### src/rtl/core_pkg.sv
// Shared core types: aligner state encoding and the RVC length-decode helper.
package core_pkg;

    typedef enum logic [1:0] {
        S_EMPTY   = 2'd0,
        S_WORD_LO = 2'd1,
        S_WORD_HI = 2'd2
    } aligner_state_t;

    // A halfword starts a 16-bit instruction unless both low bits are set.
    function automatic logic is_compressed(input logic [15:0] half);
        return half[1:0] != 2'b11;
    endfunction

endpackage

### src/rtl/instr_aligner.sv
// Turns a stream of word-aligned fetch words into aligned 16/32-bit instructions,
// including 32-bit instructions that straddle two fetch words.
module instr_aligner
    import core_pkg::*;
#(
    parameter logic [31:0] BOOT_ADDR = 32'h0000_0080
) (
    input  logic        clk_i,
    input  logic        rst_n_i,
    input  logic        fetch_valid_i,
    output logic        fetch_ready_o,
    input  logic [31:0] fetch_rdata_i,
    input  logic        flush_i,
    input  logic [31:0] flush_pc_i,
    output logic        instr_valid_o,
    input  logic        instr_ready_i,
    output logic [31:0] instr_o,
    output logic        instr_compressed_o,
    output logic [31:0] pc_o
);

    aligner_state_t state_reg, state_next;
    logic [31:0]    buffer_reg, buffer_next;
    logic [31:0]    pc_reg, pc_next;
    logic [15:0]    active_half;
    logic           active_compressed;
    logic           fetch_hs;
    logic           instr_hs;

    assign active_half       = (state_reg == S_WORD_HI) ? buffer_reg[31:16] : buffer_reg[15:0];
    assign active_compressed = is_compressed(active_half);

    // Outputs: a new word is only accepted when this cycle's instruction drains the buffer.
    always_comb begin : output_logic
        instr_valid_o = 1'b0;
        fetch_ready_o = 1'b0;
        instr_o       = '0;
        unique case (state_reg)
            S_EMPTY: begin
                fetch_ready_o = 1'b1;
            end
            S_WORD_LO: begin
                instr_valid_o = 1'b1;
                if (active_compressed) begin
                    instr_o = {16'h0000, active_half};
                end else begin
                    instr_o       = buffer_reg;
                    fetch_ready_o = instr_ready_i;
                end
            end
            S_WORD_HI: begin
                fetch_ready_o = instr_ready_i;
                if (active_compressed) begin
                    instr_valid_o = 1'b1;
                    instr_o       = {16'h0000, active_half};
                end else begin
                    // Straddle: upper half of the instruction is still on the fetch bus.
                    instr_valid_o = fetch_valid_i;
                    instr_o       = {fetch_rdata_i[15:0], active_half};
                end
            end
            default: begin
                instr_valid_o = 1'b0;
            end
        endcase
        if (flush_i || !rst_n_i) begin
            instr_valid_o = 1'b0;
            fetch_ready_o = 1'b0;
        end
    end

    assign fetch_hs = fetch_valid_i & fetch_ready_o;
    assign instr_hs = instr_valid_o & instr_ready_i;

    always_comb begin : next_state_logic
        state_next  = state_reg;
        buffer_next = buffer_reg;
        pc_next     = pc_reg;
        if (flush_i) begin
            state_next = S_EMPTY;
            pc_next    = {flush_pc_i[31:1], 1'b0};
        end else begin
            if (fetch_hs) begin
                buffer_next = fetch_rdata_i;
            end
            unique case (state_reg)
                S_EMPTY: begin
                    if (fetch_hs) begin
                        state_next = pc_reg[1] ? S_WORD_HI : S_WORD_LO;
                    end
                end
                S_WORD_LO: begin
                    if (instr_hs) begin
                        if (active_compressed) begin
                            pc_next    = pc_reg + 32'd2;
                            state_next = S_WORD_HI;
                        end else begin
                            pc_next    = pc_reg + 32'd4;
                            state_next = fetch_hs ? S_WORD_LO : S_EMPTY;
                        end
                    end
                end
                S_WORD_HI: begin
                    if (instr_hs) begin
                        if (active_compressed) begin
                            pc_next    = pc_reg + 32'd2;
                            state_next = fetch_hs ? S_WORD_LO : S_EMPTY;
                        end else begin
                            // Straddle completes; the new word's upper half becomes active.
                            pc_next    = pc_reg + 32'd4;
                            state_next = S_WORD_HI;
                        end
                    end
                end
                default: begin
                    state_next = S_EMPTY;
                end
            endcase
        end
    end

    always_ff @(posedge clk_i or negedge rst_n_i) begin
        if (!rst_n_i) begin
            state_reg  <= S_EMPTY;
            buffer_reg <= '0;
            pc_reg     <= BOOT_ADDR;
        end else begin
            state_reg  <= state_next;
            buffer_reg <= buffer_next;
            pc_reg     <= pc_next;
        end
    end

    assign pc_o               = pc_reg;
    assign instr_compressed_o = instr_o[1:0] != 2'b11;

endmodule
### config.mk
export PLATFORM = sky130hd
export DESIGN_NAME = instr_aligner
export DESIGN_NICKNAME = d
export VERILOG_FILES = /design/src/rtl/core_pkg.sv /design/src/rtl/instr_aligner.sv
export SDC_FILE = /design/constraint.sdc
export NUM_CORES = 1
export LEC_CHECK = 0
export CORE_MARGIN = 2
export CORE_UTILIZATION = 45
export CTS_CLUSTER_SIZE = 25
export DETAILED_ROUTE_END_ITERATION = 8
export GPL_ROUTABILITY_DRIVEN = 0
export PLACE_DENSITY = 0.82
export SYNTH_ARGS = -nofsm -noshare
export SYNTH_HDL_FRONTEND = slang
export SYNTH_SLANG_ARGS = --single-unit
export TNS_END_PERCENT = 5
### constraint.sdc
create_clock -name clk_i -period 3.1 [get_ports clk_i]
set_input_delay 0.31 -clock clk_i [delete_from_list [all_inputs] [get_ports clk_i]]
set_output_delay 0.31 -clock clk_i [all_outputs]
set_load 0.05 [all_outputs]
==> metrics.md <==
| Metric | Value |
|---|---|
| Run status | finished, final reports clean |
| Synth top area cells | dfrtp_1, mux2_2, a22oi_1 |
| Via density per instance | 5.914 |
| Post-CTS setup buffers | 0 |
| Worst rel slew slack | 0.4459 |
| CP max FO | 16 |
| Max-cap viol count | 0 |
| Clock Sinks | between 60 and 70 |
| DRT Pass-1 Iters | 4 |
| Worst EP arrival | 2.49 ns |
| Delay-heaviest family, CP | simple AND/OR/NAND/NOR gates |
| # setup viols final | 0 |
| YS warnings | 0 |
| Initial core utilization | 0.4596 |
| Layout cells sized above 1 | 0.1993 |
| Clock tree buffer depth | 2 |
| Post-Syn Nets | 493 |
| Largest net degree at the start of global routing | 49 |
| CTS buffer count | 9 |
| Initial antenna violation count | 0 |
| Actual slew at the worst max-slew pin | 0.8241 ns |
| Pwr Density | 644.3 mW/mm^2 |
| Master of the slowest instance on the critical path | dfrtp_1 |
| Synthesis-stage register bit count | 65 |
| Core area | 0.008636 sq mm |
| Fmax | 0.3567 GHz |
| First-pass GRT wire length | 19.42 mm |
| Number of port buffers | 133 |
| P_leak | 2.276 nW |
| Crit path kind | reg2out |
| Crit path cell chain | inv_1 > ha_1 > buf_4 > nand3b_1 > nand2_1 > nand2_2 > nor2_1 > buf_12 |
| Crit path launch | state_reg[0] |
| Final Hold Viols | 0 |
| Avg Synthesized Cell Area | 9.495 sq um |
| CP bufs+invs | 3 |
| Clk Latency, worst-skew pair | 0.34 ns |
| DRC | 0 |
| Hold Crit Start | buffer_reg[10] |
| Clock slew at reported path FFs | 0.07 ns |
| Top FF cell, synth | dfrtp_1 |
| Ys async rst share | 1.000 |
| Hpwl dp | 8.484 mm |
| Final Cycle Share | 0.9043 |
| RSZ-0062 raised after global routing | false |
| Count of cell types in the netlist | 70 |
| Most frequent cells in the layout | clkdlybuf4s50_1, dfrtp_1, nor2_1 |
| Worst hold path class | reg2reg |
| Net count, final | 622 |
| Share of the synthesized area in the top cell type | 0.4035 |
| # diodes | 0 |
| Max reg flops | 32 |
| IO Count | 136 |
| Most common cell after layout, fill and taps aside | clkdlybuf4s50_1 |
| GRT Total Usage | 0.2506 |
| Min cycle time layout | 2.803 ns |
| Vias in the first global route | 3848 |
| Worst endpoint required time | 2.79 ns |
| Post-synthesis sequential area ratio | 0.4102 |
| CP endpoint kind | output pin |
| Height of the die | slightly below 100 um |
| Post-Syn Instances | 418 |
| Skew final | 0.006927 ns |
| Post-route antenna net violation count | 0 |
| DRT iter0 DRCs | 168 |
| VDD IR-drop max | slightly above 0.0004 V |
| Worst setup SP type | flip-flop |
| Max-slew violations | 0 |
| CTS HTree Levels | 3 |
| Reg2reg start | state_reg[0] |
| Detailed Route WL | 11.85 mm |
| Overall power | 3.692 mW |
| Synthesized cell area | approximately 0.004 sq mm |
| Die width | slightly below 100 um |
| Number of synthesized flops with an enable pin | 0 |
| GR Overflow Total | 0 |
| DIE AREA | 0.009586 sq mm |
| Routed via count | 3903 |
| CTS tree | done |
| Root buffer cell | clkbuf_8 |
| Setup tns final | 0 ns |
| Yosys top cell by area | dfrtp_1 |
| Row count | 34 |
| Crit path largest cell delay | 0.43 ns |
| WL per Instance | 17.95 um |
| Area delta synth->final | 44.39% |
## cell usage after synthesis, drive strengths merged (3+ instances only)
cell    number
dfrtp       64
nor2        37
mux2        32
nand2       32
a22oi       31
nand3       25
clkbuf      19
nor2b       16
inv         15
o21ai       13
o211ai      10
and3         9
buf          9
a21oi        8
a211oi       7
and2         7
nand4        7
ha           6
a221oi       5
nor3         5
a311oi       4
and4         4
o311ai       4
a31oi        3
o22ai        3
## path summary, 6_finish.rpt
check / endpoint / slack [ns] / cells past startpoint
setup / recovery: instr_o[30] / 0.30 / 8
hold / removal: buffer_reg[10] / 0.51 / 1
setup reg to reg: pc_o[7] / 0.41 / 8
hold reg to reg: buffer_reg[10] / 0.51 / 1
max in group asynchronous: pc_o[12] / 1.61 / 4
min in group asynchronous: state_reg[0] / 0.56 / 3
## area by class of cell
| class | count | area, sq um |
|---|---|---|
| Timing Repair Buffer | 146 | 1589 |
| Multi-Input combinational cell | 309 | 2153 |
| Inverter | 16 | 60.06 |
| Clock inverter | 4 | 20.02 |
| Tap cell | 108 | 135.1 |
| Fill cell | 687 | 2905 |
| Sequential cell | 65 | 1628 |
| Clock buffer | 12 | 145.1 |
## where the power goes
part / switching, mW / internal [mW]
Combinational: 0.953 / 0.738
Sequential: 0.255 / 1.11
Clock: 0.328 / 0.307
Total: 1.54 / 2.16
## stage by stage
stage | utilization | setup WS, ns | hold WS (ns) | cell area [sq um] | std cells
floorplan | - | 0.2159 | 0.01441 | 3969 | 418
global placement | 0.6430 | 0.4144 | 0.3182 | 5553 | 643
detailed placement | 0.6430 | 0.3882 | 0.3312 | 5553 | 643
CTS | 0.6633 | 0.1024 | 0.5172 | 5728 | 660
global route | 0.6636 | 0.1008 | 0.5361 | 5731 | 660
finish | 0.6636 | 0.2967 | 0.5137 | 5731 | 660
## layer usage
metal	GRT usage	part of all wire
met3	0.09019	0.10
met1	0.3223	0.42
met4	0.07906	0.018
met2	0.3967	0.46
met5	0	0
## kinds of logic after synthesis
logic type      count (synthesis)  synth area share
simple gates                  159            0.2141
compound gates                111            0.2166
flops                          65            0.4102
buf+inv                        44           0.04855
mux                            32           0.09080
fa+ha+maj                       6           0.01892
other cells                     1         0.0009449
## repair_timing
item / 4_1_cts / 5_1_grt
hold buffers: 1 / 0
setup endpoints to repair: 0 / 16
endpoints found under the hold margin: 17 / 0
gates resized for setup: 0 / 1
(Power assumes the default switching activity.)
